### config.mk
export PLATFORM = sky130hd
export DESIGN_NAME = sif_xa_master
export DESIGN_NICKNAME = d
export VERILOG_FILES = /design/src/rtl/sif_xa_master.sv
export SDC_FILE = /design/constraint.sdc
export NUM_CORES = 1
export LEC_CHECK = 0
export ABC_AREA = 1
export CELL_PAD_IN_SITES_DETAIL_PLACEMENT = 0
export CELL_PAD_IN_SITES_GLOBAL_PLACEMENT = 1
export CORE_UTILIZATION = 30
export DETAILED_ROUTE_END_ITERATION = 8
export PLACE_DENSITY = 0.66
export SLEW_MARGIN = 20
export SYNTH_ARGS = -nofsm -noshare
export SYNTH_HDL_FRONTEND = slang
export SYNTH_SLANG_ARGS = --single-unit
### constraint.sdc
create_clock -name clk -period 3.9 [get_ports clk]
set_input_delay 0.39 -clock clk [delete_from_list [all_inputs] [get_ports clk]]
set_output_delay 0.39 -clock clk [all_outputs]
set_load 0.05 [all_outputs]
### src/rtl/sif_xa_master.sv
// sif_xa_master: queued read/write initiator for the SIF xa access bus.
// Define SIF_XA_MASTER_WR_ACK_EN to also report write completions on the rsp port.
module sif_xa_master #(
    parameter int ADDR_W   = 16,
    parameter int DATA_W   = 16,
    parameter int FIFO_DEP = 4,
    parameter int RD_LAT   = 1,
    parameter int GAP      = 0
) (
    input  logic              clk,
    input  logic              rst_n,
    input  logic              cmd_valid,
    output logic              cmd_ready,
    input  logic              cmd_op,
    input  logic [ADDR_W-1:0] cmd_addr,
    input  logic [DATA_W-1:0] cmd_data,
    output logic [ADDR_W-1:0] xa_addr,
    output logic [DATA_W-1:0] xa_data_wr,
    output logic              xa_wr_s,
    output logic              xa_rd_s,
    input  logic [DATA_W-1:0] xa_data_rd,
    output logic              rsp_valid,
    output logic              rsp_op,
    output logic [ADDR_W-1:0] rsp_addr,
    output logic [DATA_W-1:0] rsp_data,
    output logic              busy
);

    localparam int PTR_W = $clog2(FIFO_DEP);
    localparam int LAT_W = $clog2(RD_LAT + 1);

    localparam logic [1:0] S_IDLE    = 2'd0;
    localparam logic [1:0] S_ISSUE   = 2'd1;
    localparam logic [1:0] S_RD_WAIT = 2'd2;
    localparam logic [1:0] S_GAP     = 2'd3;

    localparam logic [1:0]       S_AFTER = (GAP > 0) ? S_GAP : S_IDLE;
    localparam logic [3:0]       GAP_CNT = 4'(GAP);
    localparam logic [LAT_W-1:0] LAT_CNT = LAT_W'(RD_LAT);

    typedef struct packed {
        logic              op;
        logic [ADDR_W-1:0] addr;
        logic [DATA_W-1:0] data;
    } cmd_t;

    cmd_t             fifo_mem [FIFO_DEP];
    cmd_t             head;
    logic [PTR_W:0]   wr_ptr, rd_ptr, wr_ptr_nxt, rd_ptr_nxt;
    logic             push, pop, empty, full_nxt;
    logic [1:0]       state;
    logic [LAT_W-1:0] lat_cnt;
    logic [3:0]       gap_cnt;
`ifdef SIF_XA_MASTER_WR_ACK_EN
    logic             wr_ack_pend;
`endif

    assign push       = cmd_valid && cmd_ready;
    assign empty      = (wr_ptr == rd_ptr);
    assign pop        = (state == S_IDLE) && !empty;
    assign head       = fifo_mem[rd_ptr[PTR_W-1:0]];
    assign wr_ptr_nxt = wr_ptr + {{PTR_W{1'b0}}, push};
    assign rd_ptr_nxt = rd_ptr + {{PTR_W{1'b0}}, pop};
    // Full when the index bits match but the wrap bits differ.
    assign full_nxt   = (wr_ptr_nxt[PTR_W] != rd_ptr_nxt[PTR_W]) &&
                        (wr_ptr_nxt[PTR_W-1:0] == rd_ptr_nxt[PTR_W-1:0]);
    assign busy       = !empty || (state != S_IDLE);

    // NOTE: the storage array has no reset; the pointers alone decide which entries are live.
    always_ff @(posedge clk) begin
        if (push) begin
            fifo_mem[wr_ptr[PTR_W-1:0]] <= {cmd_op, cmd_addr, cmd_data};
        end
    end

    always_ff @(posedge clk or negedge rst_n) begin
        if (!rst_n) begin
            wr_ptr    <= '0;
            rd_ptr    <= '0;
            cmd_ready <= 1'b0;
        end else begin
            wr_ptr    <= wr_ptr_nxt;
            rd_ptr    <= rd_ptr_nxt;
            cmd_ready <= !full_nxt;
        end
    end

    always_ff @(posedge clk or negedge rst_n) begin
        if (!rst_n) begin
            state      <= S_IDLE;
            lat_cnt    <= '0;
            gap_cnt    <= '0;
            xa_addr    <= '0;
            xa_data_wr <= '0;
            xa_wr_s    <= 1'b0;
            xa_rd_s    <= 1'b0;
            rsp_valid  <= 1'b0;
            rsp_op     <= 1'b0;
            rsp_addr   <= '0;
            rsp_data   <= '0;
`ifdef SIF_XA_MASTER_WR_ACK_EN
            wr_ack_pend <= 1'b0;
`endif
        end else begin
            // NOTE: pulses default low every edge, so each can only be high for one cycle.
            xa_wr_s   <= 1'b0;
            xa_rd_s   <= 1'b0;
            rsp_valid <= 1'b0;
            case (state)
                S_IDLE: begin
                    if (pop) begin
                        xa_addr    <= head.addr;
                        xa_data_wr <= head.op ? head.data : '0;
                        xa_wr_s    <= head.op;
                        xa_rd_s    <= !head.op;
                        state      <= S_ISSUE;
                    end
                end
                S_ISSUE: begin
                    if (xa_wr_s) begin
                        gap_cnt <= GAP_CNT;
                        state   <= S_AFTER;
                    end else begin
                        lat_cnt <= LAT_CNT;
                        state   <= S_RD_WAIT;
                    end
                end
                S_RD_WAIT: begin
                    if (lat_cnt == LAT_W'(1)) begin
                        rsp_valid <= 1'b1;
                        rsp_op    <= 1'b0;
                        rsp_addr  <= xa_addr;
                        rsp_data  <= xa_data_rd;
                        gap_cnt   <= GAP_CNT;
                        state     <= S_AFTER;
                    end else begin
                        lat_cnt <= lat_cnt - LAT_W'(1);
                    end
                end
                S_GAP: begin
                    if (gap_cnt == 4'd1) begin
                        state <= S_IDLE;
                    end else begin
                        gap_cnt <= gap_cnt - 4'd1;
                    end
                end
                default: state <= S_IDLE;
            endcase
`ifdef SIF_XA_MASTER_WR_ACK_EN
            // xa_addr still holds the write address here even if a new pop loads it this edge.
            wr_ack_pend <= (state == S_ISSUE) && xa_wr_s;
            if (wr_ack_pend) begin
                rsp_valid <= 1'b1;
                rsp_op    <= 1'b1;
                rsp_addr  <= xa_addr;
                rsp_data  <= '0;
            end
`endif
        end
    end

endmodule

* Word-level counts from Yosys, hierarchy flattened
Memories as Yosys holds them, arrays and structs flattened.
Index checks and enable logic that the tools add are counted.
Widths: inputs -> output; s select.
** Cells by class
- $add $sub $neg :: 4
- Equal/unequal tests :: 13
- Multiplexer cells :: 21
- Reductions and logical operators :: 16
** Operators by type and width (number)
- $mux 16 :: 1
- $mux 4 :: 3
- $ne 2x2->1 const B :: 6
- $pmux 4 s3 :: 1
- $mux 1 :: 10
- $mux 2 :: 4
- $pmux 2 s4 :: 1
- $add 3x1->3 :: 2
- $reduce_and 2->1 :: 3
- $eq 2x2->1 const B :: 2
- $eq 4x1->1 const B :: 1
- $reduce_and 4->1 :: 1
- $reduce_bool 2->1 :: 2
- $sub 4x1->4 const B :: 1
- $eq 3x3->1 :: 1
- $logic_and 1x1->1 :: 3
- $logic_not 1->1 :: 3
- $reduce_and 3->1 :: 1
- $reduce_bool 3->1 :: 1
- $eq 2x1->1 const B :: 1
- $eq 2x2->1 :: 1
- $logic_not 2->1 :: 1
- $pmux 1 s2 :: 1
- $logic_or 1x1->1 :: 1
- other kinds (2) :: 2
** Word-level totals
- Flip-flop bits (word level) :: 81
- RAM bits :: 132
- Input bits :: 52
- Output and inout bits :: 70
- Logic and storage cells :: 68
- Memories kept :: 1
** Memories
- fifo_mem :: words 4, width 33, rd ports 1, clocked after Yosys merged registers in 0, write ports 1, RTL line 47 : cmd_t fifo_mem [FIFO_DEP];

* Logic depth before layout (Yosys ltp)
- Depth in word-level cells :: 7
- Depth in mapped cells :: 13
- Mapped depth without buffers :: 11

* Worst setup path before layout
No wires, ideal clock.
- Path kind :: flip-flop to flip-flop
- From :: reg cmd_ready
- To :: mem fifo_mem[2][0] (netlist name), enable pin
- Setup time :: 0.465 ns
- Data arrival time :: 3.109 ns
- Data required time :: 3.435 ns
- Slack :: 0.326 ns
- Cell stages (with the launch flop) :: 3
- Buffers on the path :: 0
- Clock period less this slack :: 3.574 ns
- Cells stage by stage :: dfrtp_1 nand2_1 nor3_1
** On the way
- Cells in the longest elaborated chain, start to end :: 3
** RTL lines
- start, declared :: RTL line 13 : output logic cmd_ready,
- start signal, assigned :: RTL line 84 : cmd_ready <= !full_nxt;
- $logic_and 1x1->1 :: RTL line 58 : assign push = cmd_valid && cmd_ready;
- $mux 1 :: RTL line 71 : if (push) begin
- $mux 1 (not written as such) :: RTL line 72 : fifo_mem[wr_ptr[PTR_W-1:0]] <= {cmd_op, cmd_addr, cmd_data};
- end, declared :: RTL line 47
Every way passes these cells.

* Worst setup path after layout
- From :: reg state[0]
- To :: out busy
** On the way
- Cells in the longest elaborated chain, start to end :: 2
** RTL lines
- start, declared :: RTL line 51 : logic [1:0] state;
- start signal, assigned :: RTL line 90 : state <= S_IDLE;
- start signal, assigned :: RTL line 116 : state <= S_ISSUE;
- start signal, assigned :: RTL line 122 : state <= S_AFTER;
- $reduce_bool 2->1 :: RTL line 67 : assign busy = !empty || (state != S_IDLE);
- $logic_or 1x1->1 :: RTL line 67
- end, declared :: RTL line 26 : output logic busy
Every way passes these cells.

==> flow_summary.ini <==
[routing]
drt-total-wl_um = 19800
wl_per_cell_um = 14.8
drt-initial-drc-count = 301
vias_per_cell = 4.25
vias = 5714
drt-pass1-iter-count = 4
ant_nets = 0
drc = 0

[floorplanning]
core_area_um2 = 28000
die_area_um2 = 29400
die_x_um = 172
floorplan.initialDensity = 0.308
io_pins = 122
rows = 61
die_y_um = 172

[setup_path]
critPathMaxFanout = 18
crit_buf_inv = 4
cp.depth = 6
end_kind = output pin
slowest_delay_ns = 0.73
path_class = reg -> out
cp_slowest_cell = clkdlybuf4s50_1
crit_arrival_ns = 2.22
crit_chain = inv_1 > nand2_1 > clkinv_1 > buf_4 > nand4_1 > clkdlybuf4s50_1
reg2reg_depth = 9
crit_family = buffers and inverters
critPathRequiredTime_ns = 3.51
startpoint_type = flip-flop

[pwr]
switching_share = 0.423
ir_worst_vdd_uv = 348
power_mw = 9.77
p_seq_frac = 0.346
combPwrFrac = 0.433
pwr-share-clk = 0.221
powerDensity_nw_per_um2 = 887
intPower_mw = 5.64
switching_power_mw = 4.13
static-leakage-power_nw = 4.78

[grt]
grtUsageTotal = 0.139
grt_pass1_wl_um = 31200
grt_pass1_vias = 5673
grt_max_degree = 67
grt.overflow.total = 0
antenna_found_initial = 0

[timing]
rsz0062_at_grt = no
setup-tns-final_ns = 0
slew-limit-headroom = 0.297
period_minus_slack_ns = 2.61
skew_ns = 0.00950
fin_crit_sh = 0.670
setup_violations = 0
tightest_slew_ns = 1.05
hold_violations = 0
holdWs_ns = 0.432
fmax_mhz = 383
slew_violations = 0

[cells_and_area]
seqCellArea_um2 = 5990
multi_input_area_um2 = 2130
antennaDiodeCount = 0
drive_gt1_frac = 0.0735
finalNetCount = 1006
fin_area_um2 = 11000
fillers = 2767
syn_to_final_growth_pct = 27.7

[synthesis]
syn_area_um2 = 8620
syn-num-nets = 879
syn_area_per_cell_um2 = 10.5
ys_seq_area_frac = 0.695
synthCells = 821
ys_warn_count = 0
synth-seq-cells = 213
synth_cell_types = 29

[flow_run]
cap_violations = 0

[clock_tree]
cts-root-buf = clkbuf_16
clk_latency_ns = 0.51
post-cts-setup-buffers = 0
clock-sinks = 213
cts_buffer_depth = 3
htree_levels = 1
postCtsResizedCells = 0
cts_tree = done
cts-hold-fix-buffers = 1
path_clk_slew_ns = 0.06
cts_buffers = 24

[hold_path]
hold_depth = 3
min_path_type = in -> reg

[placed_design]
dpl-instance-area_um2 = 10200
port_buffers = 120
dp_hpwl_um = 11900
gp_congestion = 0.695

[outcome]
outcome = completed
-- per-stage QoR --
stage | setup slack, ns | util | instances
floorplan | 0.326 | - | 821
global placement | 1.79 | 0.366 | 1299
detailed placement | 1.77 | 0.366 | 1299
CTS | 1.25 | 0.393 | 1344
global route | 1.18 | 0.393 | 1344
finish | 1.29 | 0.393 | 1344
-- layout make-up --
| cell class | count | share of cell area |
|---|---|---|
| sequential | 213 | 0.544 |
| multi-input combinational | 485 | 0.193 |
| timing repair buffer | 137 | 0.121 |
| clock buffer | 31 | 0.0616 |
| tap | 378 | 0.0429 |
| inverter | 87 | 0.0296 |
| clock inverter | 13 | 0.00818 |
-- worst reg2reg max path, delay by kind of cell (launching register included) --
kind          cells  cell delay [ns]
xor+xnor          3             0.64
fa+ha+maj         2             0.36
buf+inv           1             0.05
flops             1             0.49
simple gates      3             0.47
-- metal layers --
| layer | share of wire | up-vias | track usage |
|---|---|---|---|
| met4 | 0.020 | 0 | 0.0419 |
| met1 | 0.45 | 2658 | 0.178 |
| met5 | 0 | - | 0 |
| met3 | 0.056 | 33 | 0.0262 |
| li1 | - | 2895 | - |
| met2 | 0.47 | 128 | 0.236 |
-- worst paths after layout --
kind	startpoint	endpoint	slack [ns]
max in group asynchronous	rst_n	rsp_addr[2]	2.52
worst min-delay path	xa_data_rd[5]	rsp_data[5]	0.43
min in group asynchronous	rst_n	wr_ptr[0]	0.52
worst max register to register	rd_ptr[1]	cmd_ready	1.77
worst min register to register	rsp_data[5]	rsp_data[5]	0.47
worst max-delay path	state[0]	busy	1.29
-- flip-flops by register name, indices dropped and copies added, names as in the netlist --
signal and flops:
cmd_ready 1, fifo_mem 132, gap_cnt 4, lat_cnt 1, rd_ptr 3, rsp_addr 16, rsp_data 16, rsp_valid 1
state 2, wr_ptr 3, xa_addr 16, xa_data_wr 16, xa_rd_s 1, xa_wr_s 1
-- layout by cell type (no fill, tap or decap), drive strengths merged --
| cell type | netlist | layout |
|---|---|---|
| dfrtp | 81 | 81 |
| clkdlybuf4s50 | 0 | 119 |
| nor3 | 4 | 4 |
| a21oi | 3 | 3 |
| nor2 | 70 | 70 |
| xor2 | 3 | 3 |
| clkbuf | 9 | 31 |
| dlygate4sd3 | 0 | 1 |
| buf | 27 | 17 |
| ha | 6 | 6 |
| nand2 | 282 | 282 |
| clkinvlp | 0 | 1 |
| xnor2 | 3 | 3 |
| nand3 | 55 | 55 |
| or2 | 3 | 3 |
| clkinv | 1 | 12 |
| conb | 1 | 1 |
| o21ai | 53 | 53 |
| edfxtp | 132 | 132 |
| inv | 86 | 86 |
| nand4 | 2 | 2 |
| bufinv | 0 | 1 |
-- logic make-up (layout without fill, tap and decap cells) --
| group | count (synthesis) | in the layout | synth area share |
|---|---|---|---|
| AO/OA/AOI/OAI | 56 | 56 | 0.0329 |
| other | 1 | 1 | 0.000435 |
| buffers and inverters | 123 | 268 | 0.0612 |
| XOR/XNOR | 6 | 6 | 0.00697 |
| AND/OR/NAND/NOR | 416 | 416 | 0.195 |
| flip-flops | 213 | 213 | 0.695 |
| adder cells (fa/ha/maj) | 6 | 6 | 0.00870 |
-- power groups by stage --
stage / clock network, mW / registers (mW) / logic (mW)
after floorplan: 0 / 4.41 / 1.96
after global placement: 0 / 3.42 / 4.29
after detailed placement: 0 / 3.43 / 4.30
after CTS: 2.23 / 3.40 / 4.31
after global routing: 2.31 / 3.46 / 4.68
final: 2.16 / 3.39 / 4.23
-- synthesized netlist by cell type (all sizes together) --
cell	number	area (um^2)
nand2	282	1070
edfxtp	132	3960
inv	86	323
dfrtp	81	2030
nor2	70	263
nand3	55	298
o21ai	53	265
buf	27	168
clkbuf	9	33.8
ha	6	75.1
nor3	4	20.0
a21oi	3	18.8
or2	3	18.8
xnor2	3	33.8
xor2	3	26.3
nand4	2	12.5
clkinv	1	3.75
conb	1	3.75
No activity file was read; power rests on OpenSTA's default activity.
